File: config.mk
export PLATFORM = sky130hd
export DESIGN_NAME = oerv_immdec_par_flat
export DESIGN_NICKNAME = d
export VERILOG_FILES = /design/src/rtl/oerv_immdec_par_if.sv /design/src/rtl/oerv_immdec_par.sv /design/src/flat_wrapper.sv
export SDC_FILE = /design/constraint.sdc
export NUM_CORES = 1
export LEC_CHECK = 0
export ABC_CLOCK_PERIOD_IN_PS = 1700
export BUFFER_PORTS_ARGS = -buffer_cell sky130_fd_sc_hd__buf_4
export CAP_MARGIN = 10
export CELL_PAD_IN_SITES_DETAIL_PLACEMENT = 0
export CELL_PAD_IN_SITES_GLOBAL_PLACEMENT = 1
export CORE_MARGIN = 2
export CORE_UTILIZATION = 38
export DETAILED_ROUTE_END_ITERATION = 6
export GPL_ROUTABILITY_DRIVEN = 0
export HOLD_SLACK_MARGIN = 0.08
export PLACE_DENSITY_LB_ADDON = 0.1
export SKIP_LAST_GASP = 1
export SLEW_MARGIN = 10
export SYNTH_ARGS = -nofsm -noshare
export SYNTH_HDL_FRONTEND = slang
export SYNTH_SLANG_ARGS = --single-unit
File: constraint.sdc
create_clock -name i_clk -period 1.7 [get_ports i_clk]
set_input_delay 0.17 -clock i_clk [delete_from_list [all_inputs] [get_ports i_clk]]
set_output_delay 0.17 -clock i_clk [all_outputs]
set_load 0.02 [all_outputs]
File: src/rtl/oerv_immdec_par_if.sv
// oerv_immdec_par_if: fetch/decode bus between the core and the parallel immediate decoder.
interface oerv_immdec_par_if #(parameter int W = 8);
   logic          i_wb_en;
   logic [31:7]   i_wb_rdt;
   logic [2:0]    i_imm_fmt;
   logic          i_csr_imm_en;
   logic          i_cnt_en;
   logic          i_cnt_done;
   logic [4:0]    o_rd_addr;
   logic [4:0]    o_rs1_addr;
   logic [4:0]    o_rs2_addr;
   logic [W-1:0]  o_imm;
   logic [W-1:0]  o_csr_imm;
   logic          o_last;
   logic          o_misalign;
   modport master (
      output i_wb_en, i_wb_rdt, i_imm_fmt, i_csr_imm_en, i_cnt_en, i_cnt_done,
      input  o_rd_addr, o_rs1_addr, o_rs2_addr, o_imm, o_csr_imm, o_last, o_misalign
   );
   modport slave (
      input  i_wb_en, i_wb_rdt, i_imm_fmt, i_csr_imm_en, i_cnt_en, i_cnt_done,
      output o_rd_addr, o_rs1_addr, o_rs2_addr, o_imm, o_csr_imm, o_last, o_misalign
   );
endinterface

File: src/rtl/oerv_immdec_par.sv
// oerv_immdec_par: RV32I immediate/zimm decoder delivering W bits per beat, LSB first.
module oerv_immdec_par #(
   parameter int W = 8
) (
   input  logic i_clk,
   input  logic i_rst_n,
   oerv_immdec_par_if.slave bus
);
   localparam int C = 32 / W;
   localparam int BW = $clog2(C);
   localparam logic [BW-1:0] LAST = BW'(C - 1);
   typedef enum logic [1:0] {IDLE, READY, SHIFT, DRAINED} state_t;
   state_t        state, state_n;
   logic [BW-1:0] beat, beat_n;
   logic [31:7]   raw, raw_n;
   logic [31:0]   s, s_n, cs, cs_n, dec, zimm;
   logic          fill, fill_n, dfill, mis, mis_n, at_end, active;
   always_comb begin
      dec = '0;
      case (bus.i_imm_fmt)
         3'b000: dec = {{20{raw[31]}}, raw[31:20]};
         3'b001: dec = {{20{raw[31]}}, raw[31:25], raw[11:7]};
         3'b010: dec = {{20{raw[31]}}, raw[7], raw[30:25], raw[11:8], 1'b0};
         3'b011: dec = {raw[31:12], 12'b0};
         3'b100: dec = {{12{raw[31]}}, raw[19:12], raw[20], raw[30:21], 1'b0};
         default: dec = '0;
      endcase
   end
   // U is the only format whose upper bits are not a sign extension
   assign dfill  = (bus.i_imm_fmt != 3'b011) & dec[31];
   assign zimm   = {27'b0, raw[19:15]};
   assign at_end = beat == LAST;
   assign active = state == READY || state == SHIFT;
   always_comb begin
      state_n = state;
      beat_n  = beat;
      raw_n   = raw;
      s_n     = s;
      cs_n    = cs;
      fill_n  = fill;
      mis_n   = mis;
      if (bus.i_wb_en) begin
         raw_n   = bus.i_wb_rdt;
         beat_n  = '0;
         s_n     = '0;
         cs_n    = '0;
         fill_n  = 1'b0;
         mis_n   = 1'b0;
         state_n = READY;
      end else if (bus.i_cnt_en && active) begin
         mis_n   = mis | (bus.i_cnt_done & ~at_end);
         beat_n  = at_end ? beat : beat + 1'b1;
         state_n = at_end ? DRAINED : SHIFT;
         fill_n  = state == READY ? dfill : fill;
         s_n     = state == READY ? {{W{dfill}}, dec[31:W]} : {{W{fill}}, s[31:W]};
         cs_n    = state == READY ? {{W{1'b0}}, zimm[31:W]} : {{W{1'b0}}, cs[31:W]};
      end
   end
   always_ff @(posedge i_clk or negedge i_rst_n) begin
      if (!i_rst_n) begin
         state <= IDLE;
         beat  <= '0;
         raw   <= '0;
         s     <= '0;
         cs    <= '0;
         fill  <= 1'b0;
         mis   <= 1'b0;
      end else begin
         state <= state_n;
         beat  <= beat_n;
         raw   <= raw_n;
         s     <= s_n;
         cs    <= cs_n;
         fill  <= fill_n;
         mis   <= mis_n;
      end
   end
   assign bus.o_rd_addr  = raw[11:7];
   assign bus.o_rs1_addr = raw[19:15];
   assign bus.o_rs2_addr = raw[24:20];
   assign bus.o_imm      = state == READY   ? dec[W-1:0] :
                           state == SHIFT   ? s[W-1:0]   :
                           state == DRAINED ? {W{fill}}  : '0;
   assign bus.o_csr_imm  = !bus.i_csr_imm_en ? '0         :
                           state == READY    ? zimm[W-1:0] :
                           state == SHIFT    ? cs[W-1:0]   : '0;
   assign bus.o_last     = active && at_end;
   assign bus.o_misalign = mis;
endmodule

File: src/flat_wrapper.sv
// flat-port wrapper written by rule: the top's interface ports become plain ports
module oerv_immdec_par_flat 
#(
   parameter int W = 8
)
  (i_clk, i_rst_n, bus_i_wb_en, bus_i_wb_rdt, bus_i_imm_fmt, bus_i_csr_imm_en, bus_i_cnt_en, bus_i_cnt_done, bus_o_rd_addr, bus_o_rs1_addr, bus_o_rs2_addr, bus_o_imm, bus_o_csr_imm, bus_o_last, bus_o_misalign);
  oerv_immdec_par_if #(.W(W)) bus_i ();
  input  logic i_clk;
  input  logic i_rst_n;
  input wire logic [$bits(bus_i.i_wb_en)-1:0] bus_i_wb_en;
  input wire logic [$bits(bus_i.i_wb_rdt)-1:0] bus_i_wb_rdt;
  input wire logic [$bits(bus_i.i_imm_fmt)-1:0] bus_i_imm_fmt;
  input wire logic [$bits(bus_i.i_csr_imm_en)-1:0] bus_i_csr_imm_en;
  input wire logic [$bits(bus_i.i_cnt_en)-1:0] bus_i_cnt_en;
  input wire logic [$bits(bus_i.i_cnt_done)-1:0] bus_i_cnt_done;
  output wire logic [$bits(bus_i.o_rd_addr)-1:0] bus_o_rd_addr;
  output wire logic [$bits(bus_i.o_rs1_addr)-1:0] bus_o_rs1_addr;
  output wire logic [$bits(bus_i.o_rs2_addr)-1:0] bus_o_rs2_addr;
  output wire logic [$bits(bus_i.o_imm)-1:0] bus_o_imm;
  output wire logic [$bits(bus_i.o_csr_imm)-1:0] bus_o_csr_imm;
  output wire logic [$bits(bus_i.o_last)-1:0] bus_o_last;
  output wire logic [$bits(bus_i.o_misalign)-1:0] bus_o_misalign;
  assign bus_i.i_wb_en = bus_i_wb_en;
  assign bus_i.i_wb_rdt = bus_i_wb_rdt;
  assign bus_i.i_imm_fmt = bus_i_imm_fmt;
  assign bus_i.i_csr_imm_en = bus_i_csr_imm_en;
  assign bus_i.i_cnt_en = bus_i_cnt_en;
  assign bus_i.i_cnt_done = bus_i_cnt_done;
  assign bus_o_rd_addr = bus_i.o_rd_addr;
  assign bus_o_rs1_addr = bus_i.o_rs1_addr;
  assign bus_o_rs2_addr = bus_i.o_rs2_addr;
  assign bus_o_imm = bus_i.o_imm;
  assign bus_o_csr_imm = bus_i.o_csr_imm;
  assign bus_o_last = bus_i.o_last;
  assign bus_o_misalign = bus_i.o_misalign;
  oerv_immdec_par #(.W(W)) u_core (.i_clk(i_clk), .i_rst_n(i_rst_n), .bus(bus_i));
endmodule
======== Word level (Yosys, flattened, before mapping) ========
Cells that the tools add are included.
storage, ports and cells
  output and inout bits ................... 33
  word-level logic and storage cells ...... 54
  flip-flop bits (word level) ............. 95
operators by class
  equal/unequal tests ..................... 10
  bitwise gates (word level) .............. 4
  reduce and logical (&&, ||, !) cells .... 8
  multiplexer cells ....................... 24
  add/sub/neg operators ................... 1
operators with widths
  kind                                                                      count
  32-bit 2-to-1 mux                                                         5
  32-bit case mux with 5 select lines                                       1
  8-bit 2-to-1 mux                                                          6
  24-bit 2-to-1 mux                                                         1
  2-bit 2-to-1 mux                                                          5
  2-bit == test (second input constant)                                     3
  3-bit by 2-bit == test with 1-bit output (second input constant)          2
  1-bit 2-to-1 mux                                                          6
  2-bit AND reduction                                                       2
  2-bit nonzero test                                                        2
  3-bit by 1-bit == test with 1-bit output (second input constant)          1
  3-bit == test (second input constant)                                     1
  3-bit zero test                                                           1
  3-bit by 2-bit inequality test with 1-bit output (second input constant)  1
  2-bit by 1-bit adder with 2-bit output (second input constant)            1
  1-bit bitwise AND                                                         2
  2-bit by 1-bit == test with 1-bit output (second input constant)          1
  1-bit logical AND                                                         2
  2-bit inequality test (second input constant)                             1
  1-bit logical OR                                                          1
  1-bit NOT                                                                 1
  1-bit bitwise OR                                                          1

======== Depth between registers and ports, before layout ========
  depth after elaboration ................. 6
  gate-level depth with buffers ........... 7

======== Worst setup path after synthesis ========
Ideal clock, no wire load.
  path kind ............................... register to output
  start point ............................. reg u_core.state[0]
  end point ............................... out bus_o_imm[4]
  path slack .............................. 0.009 ns
  cell stages (with the launch flop) ...... 7
  buffers on the path ..................... 1
  data arrival time ....................... 1.521 ns
  cells stage by stage .................... dfrtp_1 inv_1 ha_1 clkbuf_1 and3b_1 nor2_1 a21oi_1
between the ends
  word-level cells in the longest chain between the ends .. 4
  elaborated cells between the ends (all ways) .. 6
  classes of those cells .................. 3 x eq/ne; 3 x mux
ends and longest elaborated chain
  element                 line                   text
  from (decl)             oerv_immdec_par.sv:13  state_t state, state_n;
  from (signal assigned)  oerv_immdec_par.sv:69  state <= state_n;
  2-bit == test           oerv_immdec_par.sv:83  state == DRAINED ? {W{fill}} : '0;
  8-bit 2-to-1 mux        oerv_immdec_par.sv:83
  8-bit 2-to-1 mux        oerv_immdec_par.sv:82  state == SHIFT ? s[W-1:0] :
  8-bit 2-to-1 mux *      oerv_immdec_par.sv:81  assign bus.o_imm = state == READY ? dec[W-1:0] :
  to (decl)               flat_wrapper.sv:19     output wire logic [$bits(bus_i.o_imm)-1:0] bus_o_imm;
Every way passes the cells marked *; elsewhere a longest branch is shown, timed or not.

======== Final worst setup path ========
  start point ............................. reg u_core.state[0]
  end point ............................... out bus_o_imm[0]
The elaborated chain is that of the path after synthesis.

==> flow_metrics.tcl <==
set metrics [dict create \
    status "complete, but fails checks" \
    violations "negative setup slack" \
    antenna_left 0 \
    nNetsFinal 427 \
    yosys_register_bits 56 \
    ys_async_sr_fraction_pct 100 \
    path_clk_slew_ns 0.11 \
    cts.path.max_buffers 2 \
    timing.final.crit_share_pct 109 \
    yosys-top-cells-count "dfrtp_1 (56), a21oi_1 (34), mux2_2 (24), buf_4 (21), nand2_1 (20)" \
    vdd_drop_max_uv 413 \
    p_leak_nw 1.85 \
    synth.top_cell.area_share_pct 44.6 \
    grtUsageTotal_pct 19.0 \
    slew_headroom_pct 51.4 \
    pin_count 67 \
    final_hold_viol_count 0 \
    drive_gt1_share_pct 38.5 \
    finalMaxSlewViolations 0 \
    dieArea_mm2 0.00901 \
    cp-start-kind "flip-flop" \
    htreeDepth 2 \
    cts_tree "yes" \
    syn_to_final_growth_pct 32.9 \
    cts_buffers 5 \
    register_area_mm2 0.00140 \
    synth_cell_types 42 \
    fin_crit_ns 1.85 \
    setup_viol 13 \
    tightestPinTransition_ns 0.729 \
    p_per_area_mw_per_mm2 861 \
    avgSynthCellArea_um2 10.3 \
    critical_path_buf_inv_count 2 \
    portBuffers 63 \
    num_vias 2597 \
    routed_wl_um 8100 \
    crit_top_cell "buf_6" \
    rr_startpoint "u_core.state[0]$_DFFE_PN0P_" \
    cp_slowest_cell "dfrtp_1" \
    hold_start "bus_i_wb_en" \
    min_to "u_core.beat[0]$_DFFE_PN0P_" \
    die_y_um 94.9 \
    slowest_delay_ns 0.41 \
    viasPerCell 5.25 \
    start_util_pct 38.8 \
    cp_cell_sequence "buf_6, ha_2, and3b_2, a21oi_2, o22ai_2, buf_6" \
    dp_hpwl_um 5520 \
    drtIter0Drc 106 \
    setup_slack_ns -0.154 \
    cp-end-kind "output port" \
    rsz0062_at_grt "yes" \
    synth_area_leaders "dfrtp_1 (45%), mux2_2 (8.6%), a21oi_1 (5.4%)" \
    grt_pass1_wl_um 13100 \
    cts-root-buf "clkbuf_8" \
    drcViolationCount 0 \
    routedWlPerCell_um 16.4 \
    crit_arrival_ns 1.68 \
    place_area_mm2 0.00361 \
    path_class "flip-flop to output port" \
    path_max_fanout 5 \
    design_area_mm2 0.00418 \
    coreArea_mm2 0.00809 \
    ys_warn_count 0 \
    multi_input_area_mm2 0.00156 \
    worstHoldPathCells 2 \
    die_x_um 94.9 \
    reg2reg_to "u_core.s[3]$_DFFE_PN0P_" \
    worstSetupStartpoint "u_core.state[0]$_DFFE_PN0P_" \
    grt_pass1_vias 2515 \
    grt_overflow 0 \
    worstPathRequired_ns 1.53 \
    grt_max_degree 57 \
    synth_top_area_cell "dfrtp_1" \
    seq_area_frac_synth_pct 44.6 \
    synthFlopType "dfrtp_1" \
    ff2ff_setup_slack_ns 0.10 \
    drtPass1Iterations 4 \
    synth_area_mm2 0.00314 \
    fillers 778 \
    clock_skew_ns 0.00774 \
    r2r_cells 7 \
    finalPower_w 0.00360 \
    insertion_delay_ns 0.32 \
    clock-sinks 56 \
    fmax_mhz 539 \
    synth-edff-count 0 \
    num_rows 33 \
    hp-class "primary input to flip-flop" \
    antenna_cells 0 \
    cap_viol_max_count 0 \
    syn_inst 305 \
    antenna_found_initial 0 \
    synth_most_common_cell "dfrtp_1" \
    cp_top_family "flip-flops" \
]
## how the worst max path moves through the flow
stage | cells past startpoint | endpoint
detailed placement | 5 | u_core.s[6]$_DFFE_PN0P_
CTS | 6 | bus_o_imm[0]
floorplan | 6 | bus_o_imm[4]
global placement | 6 | u_core.s[17]$_DFFE_PN0P_
finish | 6 | bus_o_imm[0]
global route | 6 | bus_o_imm[0]
## where the power goes
part	switching [W]	leakage, nW	total (W)	internal (W)
Clock	0.000481	0.0491	0.000786	0.000305
Combinational	0.000616	1.09	0.00120	0.000585
Sequential	0.000130	0.710	0.00161	0.00148
## cells in the final DEF (no fill, tap or decap), types with 2 or more instances in the layout
master	instances
buf_4	80
dfrtp_1	56
a21oi_1	28
dlygate4sd3_1	27
mux2_2	24
nand2_1	20
o21ai_0	15
a32oi_1	15
nand2b_1	10
o22a_1	8
o21ai_1	7
buf_6	7
a21oi_2	6
nor2b_1	6
nor2_1	6
nand3_1	5
and3_1	5
clkbuf_8	5
inv_1	4
o211a_1	4
and2b_1	4
a221oi_2	4
o2bb2ai_1	3
nand3b_1	3
a31oi_1	3
conb_1	3
nor2_4	2
nor3_4	2
nor3b_1	2
ha_2	2
inv_6	2
## cells by family (layout without fill, tap and decap cells)
logic type,count (synthesis),after routing,synth area share [%]
mux,25,25,8.92
simple gates,74,74,13.8
flops,56,56,44.6
compound gates,98,98,21.2
fa+ha+maj,5,5,2.03
buf+inv,45,128,8.96
xor+xnor,1,1,0.279
other cells,1,3,0.119
## per-stage QoR
step	setup TNS, ns	hold slack, ns	utilization [%]	std cells	worst slack (ns)
2_1_floorplan	0	-0.126	-	307	0.00865
3_3_place_gp	-0.0525	0.282	44.7	451	-0.00854
3_5_place_dp	-0.720	0.284	44.7	451	-0.0764
4_1_cts	-1.21	0.143	50.5	491	-0.179
5_1_grt	-2.24	0.141	51.6	495	-0.226
6_report	-1.13	0.148	51.6	495	-0.154
## worst reg2reg max path: cells and delay by family, from the launching register on
family	cells	cell delay (ns)
buf+inv	2	0.23
simple gates	2	0.40
compound gates	2	0.20
fa+ha+maj	1	0.29
flops	1	0.41
## final cells by class
cell class / instances / area share [%]
clock inverters: 3 / 0.629
multi-input cells: 206 / 37.3
clock buffers: 5 / 1.65
well taps: 105 / 3.15
inverters: 4 / 0.360
flip-flops and latches: 56 / 33.6
repair buffers: 116 / 23.3
## flip-flops by register name, summed over array words and instances (netlist names)
register	flops
u_core.state	2
u_core.s	25
u_core.raw	25
u_core.bus.o_misalign	1
u_core.fill	1
u_core.beat	2
## routing by layer
| metal | routed length (um) | vias up | GRT usage (%) |
|---|---|---|---|
| li1 | - | 1259 | - |
| met3 | 402 | 6 | 3.91 |
| met5 | 0 | - | 0 |
| met4 | 78 | 0 | 4.59 |
| met2 | 3810 | 76 | 29.9 |
| met1 | 3800 | 1256 | 26.9 |
## what timing repair did
action / 4_1_cts / 5_1_grt
pin swaps: 5 / 4
gates cloned: 0 / 1
hold buffers: 27 / 0
gates resized for setup: 19 / 13
endpoints found under the hold margin: 82 / 0
buffers inserted: 5 / 3
endpoints found under the setup margin: 31 / 34
Power figures use the tool's default switching activity.
